### config.mk
export PLATFORM = sky130hd
export DESIGN_NAME = tetris_pixel_compositor
export DESIGN_NICKNAME = d
export VERILOG_FILES = /design/src/rtl/tetris_pixel_compositor.sv
export SDC_FILE = /design/constraint.sdc
export NUM_CORES = 1
export LEC_CHECK = 0
export ABC_AREA = 1
export BUFFER_PORTS_ARGS = -buffer_cell sky130_fd_sc_hd__buf_4
export CAP_MARGIN = 20
export CELL_PAD_IN_SITES_DETAIL_PLACEMENT = 1
export CELL_PAD_IN_SITES_GLOBAL_PLACEMENT = 2
export CORE_AREA = 2 2 120 122
export CTS_CLUSTER_DIAMETER = 50
export DETAILED_ROUTE_END_ITERATION = 8
export DIE_AREA = 0 0 122 124
export GPL_TIMING_DRIVEN = 0
export PLACE_DENSITY_LB_ADDON = 0.1
export RECOVER_POWER = 50
export SETUP_SLACK_MARGIN = 0.3
export SKIP_CTS_REPAIR_TIMING = 1
export SLEW_MARGIN = 20
export SYNTH_ARGS = -nofsm -noshare
export SYNTH_HDL_FRONTEND = slang
export SYNTH_SLANG_ARGS = --single-unit
export TNS_END_PERCENT = 20
### constraint.sdc
create_clock -name Clk -period 2.26 [get_ports Clk]
set_input_delay 0.113 -clock Clk [delete_from_list [all_inputs] [get_ports Clk]]
set_output_delay 0.113 -clock Clk [all_outputs]
set_load 0.05 [all_outputs]
### src/rtl/tetris_pixel_compositor.sv
// Tetris pixel compositor: two-stage colour pipeline with per-player
// line-clear flash and game-over dimming effects.

module tetris_player_fsm #(
    parameter int FLASH_FRAMES = 8
) (
    input  logic clk_i,
    input  logic rst_ni,
    input  logic frame_start_i,
    input  logic line_clear_i,
    input  logic game_over_i,
    output logic flash_o,
    output logic flash_on_o,
    output logic dim_o
);
    typedef enum logic [1:0] {IDLE, FLASH, DIM} state_e;

    state_e     state_q, state_d;
    logic [7:0] fcnt_q, fcnt_d;
    logic       flash_q;

    always_comb begin
        state_d = state_q;
        fcnt_d  = fcnt_q;
        case (state_q)
            IDLE: begin
                if (game_over_i) begin
                    state_d = DIM;
                end else if (line_clear_i) begin
                    state_d = FLASH;
                    fcnt_d  = 8'd0;
                end
            end
            FLASH: begin
                // line_clear wins over a coincident frame_start
                if (game_over_i) begin
                    state_d = DIM;
                    fcnt_d  = 8'd0;
                end else if (line_clear_i) begin
                    fcnt_d = 8'd0;
                end else if (frame_start_i) begin
                    if (fcnt_q == 8'(FLASH_FRAMES - 1)) begin
                        state_d = IDLE;
                        fcnt_d  = 8'd0;
                    end else begin
                        fcnt_d = fcnt_q + 8'd1;
                    end
                end
            end
            DIM: begin
                if (!game_over_i) state_d = IDLE;
            end
            default: begin
                state_d = IDLE;
                fcnt_d  = 8'd0;
            end
        endcase
    end

    always_ff @(posedge clk_i or negedge rst_ni) begin
        if (!rst_ni) begin
            state_q <= IDLE;
            fcnt_q  <= 8'd0;
            flash_q <= 1'b0;
        end else begin
            state_q <= state_d;
            fcnt_q  <= fcnt_d;
            flash_q <= (state_d == FLASH);
        end
    end

    assign flash_o    = flash_q;
    assign flash_on_o = (state_q == FLASH) && !fcnt_q[0];
    assign dim_o      = (state_q == DIM);
endmodule

module tetris_pixel_compositor #(
    parameter  int NUM_PLAYERS  = 2,
    parameter  int COLOR_W      = 8,
    parameter  int FLASH_FRAMES = 8,
    localparam int PS_W         = (NUM_PLAYERS > 1) ? $clog2(NUM_PLAYERS) : 1
) (
    input  logic                   Clk,
    input  logic                   Reset_n,
    input  logic                   frame_start,
    input  logic                   pix_valid_in,
    input  logic [9:0]             DrawX,
    input  logic [9:0]             DrawY,
    input  logic [PS_W-1:0]        player_sel,
    input  logic                   play_hit,
    input  logic                   font_hit,
    input  logic                   sprite_hit,
    input  logic [3*COLOR_W-1:0]   sprite_rgb,
    input  logic [NUM_PLAYERS-1:0] line_clear,
    input  logic [NUM_PLAYERS-1:0] game_over,
    output logic [COLOR_W-1:0]     VGA_R,
    output logic [COLOR_W-1:0]     VGA_G,
    output logic [COLOR_W-1:0]     VGA_B,
    output logic                   pix_valid_out,
    output logic [NUM_PLAYERS-1:0] flashing
);
    logic [NUM_PLAYERS-1:0] flash_on, dim;

    for (genvar i = 0; i < NUM_PLAYERS; i++) begin : g_pl
        tetris_player_fsm #(.FLASH_FRAMES(FLASH_FRAMES)) u_fsm (
            .clk_i        (Clk),
            .rst_ni       (Reset_n),
            .frame_start_i(frame_start),
            .line_clear_i (line_clear[i]),
            .game_over_i  (game_over[i]),
            .flash_o      (flashing[i]),
            .flash_on_o   (flash_on[i]),
            .dim_o        (dim[i])
        );
    end

    // Out-of-range player_sel matches no player, so no effect applies
    logic sel_flash, sel_dim;
    always_comb begin
        sel_flash = 1'b0;
        sel_dim   = 1'b0;
        for (int i = 0; i < NUM_PLAYERS; i++) begin
            if (player_sel == PS_W'(i)) begin
                sel_flash = flash_on[i];
                sel_dim   = dim[i];
            end
        end
    end

    logic [1:0]           vld_pipe_q;
    logic                 s1_play_q, s1_font_q, s1_spr_q, s1_flash_q, s1_dim_q;
    logic [3*COLOR_W-1:0] s1_rgb_q;
    logic [6:0]           s1_bgx_q;
    logic [COLOR_W-1:0]   out_r_q, out_g_q, out_b_q;
    logic [COLOR_W-1:0]   out_r_d, out_g_d, out_b_d;

    logic [COLOR_W-1:0] bg_r, bg_b;
    assign bg_r = COLOR_W'(8'h1F) << (COLOR_W - 8);
    assign bg_b = COLOR_W'(8'h7F - {1'b0, s1_bgx_q}) << (COLOR_W - 8);

    always_comb begin
        out_r_d = bg_r;
        out_g_d = '0;
        out_b_d = bg_b;
        if (s1_play_q) begin
            {out_r_d, out_g_d, out_b_d} = s1_flash_q ? {3*COLOR_W{1'b1}} : s1_rgb_q;
        end else if (s1_font_q) begin
            {out_r_d, out_g_d, out_b_d} = {3*COLOR_W{1'b1}};
        end else if (s1_spr_q) begin
            {out_r_d, out_g_d, out_b_d} = s1_rgb_q;
        end
        if (s1_dim_q && (s1_play_q || s1_font_q || s1_spr_q)) begin
            out_r_d = out_r_d >> 1;
            out_g_d = out_g_d >> 1;
            out_b_d = out_b_d >> 1;
        end
        if (!vld_pipe_q[0]) begin
            out_r_d = '0;
            out_g_d = '0;
            out_b_d = '0;
        end
    end

    always_ff @(posedge Clk or negedge Reset_n) begin
        if (!Reset_n) begin
            vld_pipe_q <= '0;
            s1_play_q  <= 1'b0;
            s1_font_q  <= 1'b0;
            s1_spr_q   <= 1'b0;
            s1_flash_q <= 1'b0;
            s1_dim_q   <= 1'b0;
            s1_rgb_q   <= '0;
            s1_bgx_q   <= '0;
            out_r_q    <= '0;
            out_g_q    <= '0;
            out_b_q    <= '0;
        end else begin
            vld_pipe_q <= {vld_pipe_q[0], pix_valid_in};
            s1_play_q  <= play_hit;
            s1_font_q  <= font_hit;
            s1_spr_q   <= sprite_hit;
            s1_flash_q <= sel_flash;
            s1_dim_q   <= sel_dim;
            s1_rgb_q   <= sprite_rgb;
            s1_bgx_q   <= DrawX[9:3];
            out_r_q    <= out_r_d;
            out_g_q    <= out_g_d;
            out_b_q    <= out_b_d;
        end
    end

    logic unused_ok;
    assign unused_ok = ^{DrawY, DrawX[2:0]};

    assign VGA_R         = out_r_q;
    assign VGA_G         = out_g_q;
    assign VGA_B         = out_b_q;
    assign pix_valid_out = vld_pipe_q[1];
endmodule

==> out/results.txt, run 1 <==
The cell count of the worst reg-to-reg path is 8, and the number of instances in the synthesized netlist is 357. The worst pin sits at a relative slew slack of 11.06%. After synthesis, the mean cell area works out to 9.442 sq um. The tools report the end of the worst register-to-register path as g_pl[0].u_fsm.fcnt_q[0]$_DFFE_PN0P_. Summed over all cells, the static leakage comes to 0.002335 uW.

Routed length per placed instance: 12.59 microns. During synthesis, Yosys emitted a total of 0 warnings. Along the worst hold path, the cell count comes to 2. The tools report the antenna diode instance count as 0.

The final worst setup slack is 0.7837 ns, and the total wire length is 8299 microns. The tools report the global router's overall resource usage as 11.64%. The clock transition at the register clock pins on the worst setup and hold paths after CTS is 0.06 ns, and the net total in the final layout is 532.

From left edge to right edge, the die measures 122 microns. Sequential elements use 62.36% of the synthesized area. The area growth from synthesis to layout is 41.20%.

The number of antenna violations at the first check in global routing is 0, and the via total after detailed routing is 2,708. In the global route stage, met1 resource usage came out at 13.71%. Net switching is 27.88% of the power.

For the met3 track demand over resource, the log shows 4.304%. The synthesized design devotes to its leading area cell type 62.36% of total area. STA classifies the critical path endpoint as a flip-flop. In this run the most used layer during global routing was met2. The cell type with the largest total area after synthesis was sky130_fd_sc_hd__dfrtp_1. The synthesized netlist occupies a cell area of 3371 sq um.

The first global-routing pass estimated 13,170 microns of wire. The clock drives 84 sinks. The largest stage delay on the critical path was 0.40 ns.

The register bit total from synthesis is 84. The netlist uses 24 different library cells. After detailed routing, the number of vias per cell comes to 4.109. The run gives 13,720 sq um as the standard cell core area.

The layout cell share with drive strength beyond 1 was 20.67%. Setup repair after global routing left no endpoint under its margin. The tools report the number of endpoints with negative hold slack in the final report as 0. The tools report the endpoint of the worst hold-timing path as s1_dim_q$_DFF_PN0_. The hold slack is 0.01861 ns, and the number of flops mapped to enable cells by yosys is 0. The worst register-to-register path has a setup slack of 0.78 ns. The longest clock path from root to sink contains 2 buffers.

The run gives 0.3970 mV as the maximum vdd drop. The critical path arrival is 1.74 ns. The pin slew with the least headroom to its limit was 1.334 ns. In this run the critical register-to-register path is launched from g_pl[0].u_fsm.fcnt_q[0]$_DFFE_PN0P_. Power comes to 3701 uW.

Before CTS, the worst setup slack after placement is 0.7588 ns. The cell repeated most along the worst path is sky130_fd_sc_hd__nand2_1. In this run the worst path has a maximum fanout of 4. The run gives 3 as the level count of the clock H-tree.

TritonCTS built the clock tree. At the end of routability-driven placement, the weighted congestion stood at 0.7326. The required time at the endpoint of the critical path is 2.52 ns. The cell at the root of the clock tree is sky130_fd_sc_hd__clkbuf_16.

The total power per unit cell area was 777.6 nW/um^2; the first-pass iteration count of the detailed router was 4. The run gives 0 as the max-slew violation count. The die is 124 microns tall. The share of total power dissipated in the clock network is 39.7%.

For this configuration, the core starts out at a cell density of 24.57%. Traced cell by cell, the critical path runs through ha_1 > nand2_1 > nor2_1 > nand2_1 > nand2_1 > nor2_1 > nand2_1 > o21ai_0. In the post-synthesis netlist, the biggest area contributors are sky130_fd_sc_hd__dfrtp_1 (62%), sky130_fd_sc_hd__nand2_1 (8.7%), sky130_fd_sc_hd__nor2_1 (5.2%), sky130_fd_sc_hd__inv_1 (5.0%), sky130_fd_sc_hd__nand3_1 (4.0%). Among all stages on the critical path, the largest delay is contributed by sky130_fd_sc_hd__dfrtp_1. The net switching component of the power was 1032 uW; the filler cell count was 1,613. Input and output buffers added on the ports amount to 69.

Setup violations remaining at the end of the flow were counted as 0. When the netlist entered floorplanning its net count stood at 415. The initialized floorplan defines 43 standard-cell rows. Static timing analysis puts the maximum clock frequency at 677.4 MHz. In this run the remaining antenna-violating nets after routing total 0. For the number of top-level pins, the log shows 83. The kind of cell with the highest combined delay on the critical path is simple AND/OR/NAND/NOR gates.

For the finished layout, the period the worst path requires is 1.476 ns. After global routing the overflow that remains totals 0. The share of flip-flops with an asynchronous set or reset is 100.0%. In the synthesized netlist the dominant register cell turns out to be sky130_fd_sc_hd__dfrtp_1. Post-route DRC violation count: 0. The worst hold path belongs to the class primary input to flip-flop. The logic gate share of total power was 16.2%; the clock tree skew after final layout was 0.006103 ns. Hold path startpoint: player_sel. For the floorplan die area, the log shows 15,130 sq um. The tools report the startpoint kind of the worst setup timing path as a flip-flop. The run gives 0 ns as the total negative slack. For this run, global-route usage on met2 was measured as 19.24%. The combined buffer and inverter count along the critical path is 0, and the internal power contribution is 2669 uW. The number of global-route vias before repair is 2,694.

The clock reaches the later pin of the worst-skew pair after 0.34 ns. The flow ran to the end, and the final reports show no timing, DRC or antenna violations. The number of clock buffers added by TritonCTS is 9.

The critical path is of the flip-flop to flip-flop type. The ratio of final minimum period to clock period came out at 65.32%. For the number of maximum-capacitance violations, the log shows 0. The HPWL after detailed placement is 6039 microns.

The run gives 44.1% as the fraction of power consumed by sequential logic. The tools report the pin count of the biggest net entering global routing as 53. The detailed router finished its first iteration with 112 violations.
## worst max-delay path by stage
stage,start,end,slack (ns),cells after the start
floorplan,g_pl[0].u_fsm.fcnt_q[0]$_DFFE_PN0P_,g_pl[0].u_fsm.fcnt_q[0]$_DFFE_PN0P_,1.0,8
global placement,g_pl[0].u_fsm.fcnt_q[1]$_DFFE_PN0P_,g_pl[0].u_fsm.fcnt_q[0]$_DFFE_PN0P_,0.78,8
detailed placement,g_pl[0].u_fsm.state_q[1]$_DFF_PN0_,g_pl[0].u_fsm.fcnt_q[0]$_DFFE_PN0P_,0.76,7
CTS,g_pl[0].u_fsm.state_q[1]$_DFF_PN0_,g_pl[0].u_fsm.fcnt_q[0]$_DFFE_PN0P_,0.74,7
global route,Reset_n,g_pl[1].u_fsm.state_q[1]$_DFF_PN0_,0.59,2
finish,g_pl[0].u_fsm.fcnt_q[0]$_DFFE_PN0P_,g_pl[0].u_fsm.fcnt_q[0]$_DFFE_PN0P_,0.78,8
## power groups by stage
| stage | clock [uW] | sequential [uW] | combinational, uW |
|---|---|---|---|
| 4_1_cts | 1540 | 1640 | 579 |
| 3_5_place_dp | 0 | 1660 | 578 |
| 5_1_grt | 1590 | 1640 | 656 |
| 3_3_place_gp | 0 | 1660 | 573 |
| 6_report | 1470 | 1630 | 599 |
| 2_1_floorplan | 0 | 1840 | 167 |
## routing by layer
layer / vias to the layer above / share of wire (%)
li1: 1365 / -
met1: 1284 / 44
met2: 49 / 49
met3: 10 / 5.1
met4: 0 / 1.5
met5: - / 0
## cells by family after synthesis
kind of cell	synth area share [%]
compound gates	7.535
fa+ha+maj	0.7423
buf+inv	7.164
flops	62.36
simple gates	22.20
## flip-flops by register name, summed over array words and instances (netlist names), 2 cells and up
signal,cells
g_pl.u_fsm.fcnt_q,16
g_pl.u_fsm.flash_o,2
VGA_B,8
VGA_R,8
VGA_G,8
vld_pipe_q,2
s1_bgx_q,7
s1_rgb_q,24
g_pl.u_fsm.state_q,4
## cell type report
type	count	area (sq um)	share of cell area, %
tap	180	225.2	4.732
buffer	6	53.80	1.130
clock buffer	11	232.7	4.890
clock inverter	5	61.31	1.288
inverter	50	187.7	3.943
sequential	84	2102	44.16
multi-input combinational	217	1027	21.58
timing repair buffer	106	869.6	18.27
## worst register-to-register path: stages (launching register included)
cell	delay [ns]
sky130_fd_sc_hd__dfrtp_1	0.40
sky130_fd_sc_hd__ha_1	0.24
sky130_fd_sc_hd__nand2_1	0.14
sky130_fd_sc_hd__nor2_1	0.07
sky130_fd_sc_hd__nand2_1	0.14
sky130_fd_sc_hd__nand2_1	0.12
sky130_fd_sc_hd__nor2_1	0.18
sky130_fd_sc_hd__nand2_1	0.06
sky130_fd_sc_hd__o21ai_0	0.06
## stage by stage
step,instances,cell area (sq um),util [%]
2_1_floorplan,357,3371,-
3_3_place_gp,606,4114,29.99
3_5_place_dp,607,4134,30.13
4_1_cts,623,4428,32.28
5_1_grt,659,4760,34.69
6_report,659,4760,34.69
## layout by cell type (no fill, tap or decap), drive strengths merged, types with 2 or more instances in the layout
| cell | synthesis | final |
|---|---|---|
| nand3 | 29 | 29 |
| nor2 | 52 | 52 |
| buf | 6 | 33 |
| a21oi | 6 | 6 |
| nand4 | 2 | 2 |
| dfrtp | 84 | 84 |
| o22ai | 12 | 12 |
| nor3 | 6 | 6 |
| dlygate4sd3 | 0 | 36 |
| ha | 2 | 2 |
| o21bai | 4 | 4 |
| o21ai | 20 | 20 |
| clkinv | 0 | 3 |
| clkbuf | 0 | 54 |
| inv | 50 | 51 |
| nand2 | 82 | 82 |
## synthesized netlist by cell type (2+ instances only)
library cell               count
sky130_fd_sc_hd__buf_6         3
sky130_fd_sc_hd__nand3_1      27
sky130_fd_sc_hd__inv_2         5
sky130_fd_sc_hd__inv_1        45
sky130_fd_sc_hd__nor2_2        2
sky130_fd_sc_hd__o22ai_1      12
sky130_fd_sc_hd__nand4_1       2
sky130_fd_sc_hd__o21bai_1      4
sky130_fd_sc_hd__nor2_4        3
sky130_fd_sc_hd__o21ai_0      20
sky130_fd_sc_hd__buf_4         2
sky130_fd_sc_hd__nand2_4       2
sky130_fd_sc_hd__nand3_2       2
sky130_fd_sc_hd__nor3_1        6
sky130_fd_sc_hd__dfrtp_1      84
sky130_fd_sc_hd__ha_1          2
sky130_fd_sc_hd__nor2_1       47
sky130_fd_sc_hd__a21oi_1       5
sky130_fd_sc_hd__nand2_1      78
sky130_fd_sc_hd__nand2_2       2
Power figures use the tool's default switching activity.
==> inputs of run 2 (changes only) <==
- clock period: 2.26 -> 1.2 ns (I/O delays scaled with it)
==> out/results.txt, run 2 (synthesis gave the netlist of run 1 again) <==
The pin slew with the least headroom to its limit was 1.151 ns (-0.1832 ns); the post-detailed-placement half-perimeter wirelength was 6131 microns (+1.5%). Leaving out fill and tap cells, the most frequent cell in the layout is sky130_fd_sc_hd__dfrtp_1. The leftover overflow at the end of global routing is 0 (unchanged), and the clock latency on the worst-skew pair is 0.34 ns (about the same). The final worst setup slack was -0.2172 ns (-1.001 ns). The run gives 40.1% (+0.4 points) as the clock network power share. The run gives 0.7680 mV (+93%) as the maximum vdd drop. The width of the die is 122 microns (unchanged), and the instance count after placement with tap cells included is 607 (unchanged). The logs give 41.5% (-2.6 points) for the fraction of power consumed by sequential logic and 2 (unchanged) for the number of buffers between clock root and the deepest sink. The tools report the area of all sequential standard cells as 2107 sq um (+0.24%). STA classifies the critical path endpoint as a flip-flop.

The number of antenna violations at the first check in global routing was 0 (unchanged). The net total in the final layout is 545 (+2.4%). The internal power contribution is 5455 uW (+100%). The largest registers in the layout are s1_rgb_q (24), g_pl.u_fsm.fcnt_q (16).

The run gives 84 (unchanged) as the total clock sinks. The number of I/O port buffers was 69 (unchanged); the floorplan die area was 15,130 sq um (unchanged). The total leakage power was 0.002562 uW (+9.7%). In the layout the commonest cells are sky130_fd_sc_hd__dfrtp_1 (80), sky130_fd_sc_hd__nand2_1 (67), sky130_fd_sc_hd__buf_4 (49). The layout cell share with drive strength beyond 1 came out at 36.18% (+16 points). For the routability-driven placement congestion ratio, the log shows 0.7278 (-0.66%). The starting DRC count in detailed routing came out at 58 (-48%).

The total power per unit cell area is 1388 nW/um^2 (+78%), and the vertical extent of the die is 124 microns (unchanged). The clock transition at the register clock pins on the worst setup and hold paths after CTS works out to 0.06 ns (about the same). The area growth from synthesis to final layout came out at 60.21%. For the first-pass GRT wire length, the log shows 13,700 microns (+4.0%).

The tools report the post-route DRC violation count as 0 (unchanged). The logs give 4149 sq um (+0.36%) for the post-detailed-placement cell area and 0 (unchanged) for the antenna diode instance count. The hold slack was -0.05414 ns (-0.07274 ns). The biggest fanout along the worst timing path came out at 8 (+4).

The number of maximum-capacitance violations is 0 (unchanged), and the first-pass iteration count of the detailed router is 4 (unchanged). Setup repair after global routing could not meet its margin everywhere. The logs give 3 (unchanged) for the level count of the clock H-tree and 2,748 (+2.0%) for the number of global-route vias before repair.

The register with the most flip-flops in the final layout is s1_rgb_q. The area occupied by multi-input gates is 1369 sq um (+33%). The min-delay analysis places its worst path in the category primary input to async pin. Setup slack on the worst flop-to-flop path: -0.22 ns (-1.00 ns).

The via total after detailed routing was 2,808 (+3.7%). The number of top-level pins came out at 83 (unchanged). The worst setup path is launched from a flip-flop. The ratio of final minimum period to clock period works out to 118.1% (+53 points). The fmax is 705.6 MHz (+4.2%), and the logic gate share of total power is 18.4% (+2.2 points). Critical path arrival: 1.62 ns (-0.12 ns). Clock tree skew after final layout: 0.005363 ns (-0.0007392 ns). The run gives 0 (unchanged) as the remaining number of nets flagged by the antenna check after routing. The filler cell count is 1,544 (-4.3%), and the switching share of power is 27.22% (-0.66 points).

The time the final worst path needs with I/O delays and setup is 1.417 ns (-0.05903 ns), and the final count of negative-setup-slack endpoints is 37 (+37). TritonCTS built the clock tree. The global router's overall resource usage was 11.94% (+0.31 points). The final instance area was 5400 sq um (+13%); the number of endpoints with negative hold slack in the final report was 44 (+44). The tree is rooted in a sky130_fd_sc_hd__clkbuf_16. The tools report the count of placed standard cells in the final layout, fillers left out as 672 (+2.0%). The routed length per placed instance came out at 13.64 microns (+8.3%). The run gives 13,720 sq um (unchanged) as the standard cell core area. The worst setup path is of the flip-flop to flip-flop kind.

The final reports fail on negative hold slack, negative setup slack. The total wire length is 9168 microns (+10%), and the net switching component of the power is 2040 uW (+98%). The clock buffer count from CTS is 9 (unchanged), and the worst-case headroom to the max-slew limit is 23.28% (+12 points).

The via count normalized by instance count was 4.179 (+1.7%); the max-slew violation count was 0 (unchanged). End of the worst register-to-register path: VGA_R[3]$_DFF_PN0_. The logs give 24.57% (unchanged) for the initial core utilization and 43 (unchanged) for the count of standard-cell rows.

Flip-flop count of the largest register, all copies and words added: 24 (unchanged). The flow ran to the end, but the final reports show violations. The required time at the endpoint of the critical path was 1.41 ns (-1.11 ns); the pin count of the biggest net entering global routing was 46 (-13%). The cell count of the worst reg-to-reg path is 7 (-1).

The worst register-to-register path begins at s1_play_q$_DFF_PN0_.
-- run 2: cell count changes in the layout (fill, tap and decap cells not counted), moves of 11 or more --
cell	delta
sky130_fd_sc_hd__nor2_2	+11
sky130_fd_sc_hd__buf_4	+21
sky130_fd_sc_hd__nor2_1	-21
sky130_fd_sc_hd__buf_6	+30
sky130_fd_sc_hd__clkbuf_4	-34
sky130_fd_sc_hd__nor2_4	+11
sky130_fd_sc_hd__nand2_1	-11
-- run 2: routing by layer --
layer | vias up | wire length [microns] | track usage [%]
met5 | - | 0 | 0
met4 | 0 | 189 | 6.250
met3 | 11 | 301 | 2.198
met2 | 48 | 4641 | 19.90
met1 | 1349 | 4036 | 14.79
li1 | 1400 | - | -
-- run 2: how the worst max path moves through the flow --
| stage | end | slack (ns) | cells past startpoint | start |
|---|---|---|---|---|
| 6_report | VGA_R[3]$_DFF_PN0_ | -0.22 | 7 | s1_play_q$_DFF_PN0_ |
| 5_1_grt | VGA_R[3]$_DFF_PN0_ | -0.30 | 5 | s1_play_q$_DFF_PN0_ |
| 4_1_cts | VGA_R[5]$_DFF_PN0_ | -0.28 | 7 | s1_play_q$_DFF_PN0_ |
| 3_5_place_dp | VGA_R[5]$_DFF_PN0_ | -0.28 | 7 | s1_play_q$_DFF_PN0_ |
| 3_3_place_gp | VGA_R[5]$_DFF_PN0_ | -0.26 | 7 | s1_play_q$_DFF_PN0_ |
| 2_1_floorplan | VGA_R[2]$_DFF_PN0_ | -0.02 | 7 | s1_font_q$_DFF_PN0_ |
-- run 2: through the flow --
stage / util [%] / total power (uW) / setup WS, ns / setup TNS [ns]
floorplan: - / 3774 / -0.01676 / -0.1546
global placement: 30.10 / 4211 / -0.2612 / -8.197
detailed placement: 30.24 / 4226 / -0.2750 / -8.723
CTS: 32.57 / 7271 / -0.2813 / -9.290
global route: 39.36 / 7811 / -0.3016 / -7.845
finish: 39.36 / 7495 / -0.2172 / -4.264
-- run 2: area by class of cell --
type | instances | share of cell area (%)
buffer | 6 | 1.321
sequential | 84 | 39.02
tap | 180 | 4.171
inverter | 50 | 3.661
multi-input combinational | 218 | 25.35
clock inverter | 4 | 1.344
timing repair buffer | 118 | 20.57
clock buffer | 12 | 4.564
-- run 2: worst max-delay path: stages (launching register included) --
cell	delay (ns)
sky130_fd_sc_hd__dfrtp_1	0.42
sky130_fd_sc_hd__nor2_4	0.26
sky130_fd_sc_hd__nand2_4	0.13
sky130_fd_sc_hd__nand2_4	0.12
sky130_fd_sc_hd__nor2_4	0.06
sky130_fd_sc_hd__clkinv_4	0.08
sky130_fd_sc_hd__clkbuf_16	0.15
sky130_fd_sc_hd__o22ai_2	0.06
-- run 2: power by group through the flow --
| stage | sequential [uW] | combinational [uW] | clock [uW] |
|---|---|---|---|
| 6_report | 3110 | 1380 | 3010 |
| 3_3_place_gp | 3130 | 1080 | 0 |
| 3_5_place_dp | 3130 | 1100 | 0 |
| 2_1_floorplan | 3460 | 316 | 0 |
| 4_1_cts | 3080 | 1100 | 3100 |
| 5_1_grt | 3120 | 1490 | 3200 |
==> inputs of run 3 (changes only) <==
- MAX_ROUTING_LAYER: default -> met4
==> out/results.txt, run 3 (synthesis gave the netlist of run 1 again) <==
The flow ran to the end, but the final reports show violations. The checks that failed: negative hold slack, negative setup slack. The run gives 37 (unchanged) as the final count of negative-setup-slack endpoints. Final worst setup slack: -0.2184 ns (-0.001211 ns).

The logs give 83 (unchanged) for the number of top-level pins and 0 (unchanged) for the antenna diode instance count. The run gives 43 (unchanged) as the count of standard-cell rows. In the final layout, the registers with the most flip-flops are s1_rgb_q (24), g_pl.u_fsm.fcnt_q (16). Clock transition at the register clock pins on the worst setup and hold paths after CTS: 0.06 ns (about the same). The tools report the startpoint kind of the worst setup timing path as a flip-flop. The run gives 0.7366 (+1.2%) as the routability-driven placement congestion ratio. The logs give -0.2750 ns (unchanged) for the setup slack after placement and 2037 uW (-0.17%) for the net switching component of the power. The logs give 9 (unchanged) for the clock buffer count from CTS and 2107 sq um (unchanged) for the area of all sequential standard cells. The register with the most flip-flops in the final layout is s1_rgb_q.

For the via total after detailed routing, the log shows 2,808 (unchanged). The total negative slack came out at -4.263 ns (+0.0002900 ns). For the first-pass iteration count of the detailed router, the log shows 4 (unchanged).

The area occupied by multi-input gates was 1369 sq um (unchanged). The tools report the final instance area as 5400 sq um (unchanged). The logs give 0.7667 mV (-0.17%) for the maximum vdd drop and 15,130 sq um (unchanged) for the floorplan die area.

The tools report the logic gate share of total power as 18.4% (about the same). The initial core utilization is 24.57% (unchanged), and the worst-case headroom to the max-slew limit is 23.23% (-0.043 points). Via count normalized by instance count: 4.179 (unchanged). After global routing, the most crowded layer is met2. The core occupancy in the finished layout is 39.36% (unchanged), and the total power per unit cell area is 1387 nW/um^2 (about the same).

The critical path is of the flip-flop to flip-flop type. The filler cell count was 1,544 (unchanged). The path class of the tightest hold or removal check is primary input to async pin. The tools report the number of maximum-capacitance violations as 0 (unchanged). The ratio of final minimum period to clock period is 118.2% (about the same), and the met1 track demand over resource is 14.76% (-0.029 points). The logs give -0.05228 ns (+0.001858 ns) for the hold slack and 0 (unchanged) for the leftover overflow at the end of global routing. The total wire length is 9157 microns (-0.12%). The width of the die is 122 microns (unchanged). The post-route DRC violation count is 0 (unchanged), and the max-slew violation count is 0 (unchanged).

The clock network power share was 40.1% (about the same); the number of antenna violations at the first check in global routing was 0 (unchanged). The switching share of power is 27.19% (-0.033 points). Remaining number of nets flagged by the antenna check after routing: 0 (unchanged). The starting DRC count in detailed routing came out at 63 (+8.6%). The layout cell share with drive strength beyond 1 is 36.18% (unchanged).

The biggest fanout along the worst timing path is 8 (unchanged). The net total in the final layout was 545 (unchanged). The pin slew with the least headroom to its limit came out at 1.151 ns (+0.0006477 ns). The time the final worst path needs with I/O delays and setup is 1.418 ns (+0.001211 ns), and the standard cell core area is 13,720 sq um (unchanged). The tools report the endpoint type of the worst setup path as a flip-flop. The logs give 2 (unchanged) for the number of buffers between clock root and the deepest sink and 41.5% (about the same) for the fraction of power consumed by sequential logic. Fmax: 705.0 MHz (about the same). The vertical extent of the die works out to 124 microns (unchanged). Cell at the root of the clock tree: sky130_fd_sc_hd__clkbuf_16. The internal power contribution was 5455 uW (about the same); the area growth from synthesis to final layout was 60.21% (unchanged).

The met2 layer usage reported by global route came out at 19.90% (unchanged). The total clock sinks was 84 (unchanged). Leaving out fill and tap cells, the most frequent cell in the layout is sky130_fd_sc_hd__dfrtp_1. TritonCTS built the clock tree. Number of I/O port buffers: 69 (unchanged).

The flip-flop count of the largest register, all copies and words added came out at 24 (unchanged). Routed length per placed instance: 13.63 microns (-0.12%). The global router's overall resource usage was 12.28% (+0.34 points); the number of endpoints with negative hold slack in the final report was 44 (unchanged). The required time at the endpoint of the critical path is 1.41 ns (about the same).

The first-pass GRT wire length came out at 13,690 microns (about the same). The total leakage power was 0.002562 uW (unchanged). In the layout the commonest cells are sky130_fd_sc_hd__dfrtp_1 (80), sky130_fd_sc_hd__nand2_1 (67), sky130_fd_sc_hd__buf_4 (49). The tools report the clock tree skew after final layout as 0.004946 ns (-0.0004177 ns).

The tools report the number of global-route vias before repair as 2,754 (+0.22%). The clock latency on the worst-skew pair was 0.34 ns (about the same); the post-detailed-placement half-perimeter wirelength was 6131 microns (unchanged). Setup repair after global routing could not meet its margin everywhere. The logs give 46 (unchanged) for the pin count of the biggest net entering global routing and 1.63 ns (about the same) for the critical path arrival. The level count of the clock H-tree was 3 (unchanged); the post-detailed-placement cell area was 4149 sq um (unchanged). The met3 track demand over resource was 2.198% (unchanged).
[run 3: cell counts in the layout (fill, tap and decap cells not counted)]
No cell type changed its count.
[run 3: cell type report]
class	count	area share [%]
plain buffers	6	1.321
flip-flops and latches	84	39.02
repair buffers	118	20.57
clock inverters	4	1.344
well taps	180	4.171
clock buffers	12	4.564
inverters	50	3.661
multi-input cells	218	25.35
[run 3: critical path, stage by stage (launching register included)]
cell and delay (ns):
sky130_fd_sc_hd__dfrtp_1 0.42, sky130_fd_sc_hd__nor2_4 0.26, sky130_fd_sc_hd__nand2_4 0.13, sky130_fd_sc_hd__nand2_4 0.12, sky130_fd_sc_hd__nor2_4 0.06, sky130_fd_sc_hd__clkinv_4 0.08
sky130_fd_sc_hd__clkbuf_16 0.15, sky130_fd_sc_hd__o22ai_2 0.06
[run 3: through the flow]
| stage | hold WS [ns] | instances | power [uW] |
|---|---|---|---|
| 2_1_floorplan | -0.2356 | 357 | 3774 |
| 3_3_place_gp | 0.1701 | 606 | 4211 |
| 3_5_place_dp | 0.1218 | 607 | 4226 |
| 4_1_cts | -0.2460 | 623 | 7271 |
| 5_1_grt | 0.04354 | 672 | 7811 |
| 6_report | -0.05228 | 672 | 7492 |
[run 3: routing by layer]
metal  routed length [microns]  part of all wire (%)
met5                         0                     0
met3                       300                   3.3
met1                      4006                    44
met4                       190                   2.1
met2                      4660                    51
[run 3: worst paths after layout]
check	startpoint	endpoint	slack (ns)	depth (start not counted)
setup / recovery	s1_play_q$_DFF_PN0_	VGA_R[3]$_DFF_PN0_	-0.22	7
hold / removal	Reset_n	VGA_R[6]$_DFF_PN0_	-0.05	1
setup reg to reg	s1_play_q$_DFF_PN0_	VGA_R[3]$_DFF_PN0_	-0.22	7
hold reg to reg	s1_rgb_q[15]$_DFF_PN0_	VGA_G[7]$_DFF_PN0_	0.49	2
max in group asynchronous	Reset_n	g_pl[0].u_fsm.fcnt_q[1]$_DFFE_PN0P_	0.28	2
min in group Clk	game_over[0]	g_pl[0].u_fsm.state_q[1]$_DFF_PN0_	0.04	3
[run 3: power groups by stage]
stage,Clock (uW),Sequential (uW),Combinational (uW)
2_1_floorplan,0,3460,316
4_1_cts,3100,3080,1100
5_1_grt,3200,3120,1490
6_report,3000,3110,1380
3_5_place_dp,0,3130,1100
3_3_place_gp,0,3130,1080
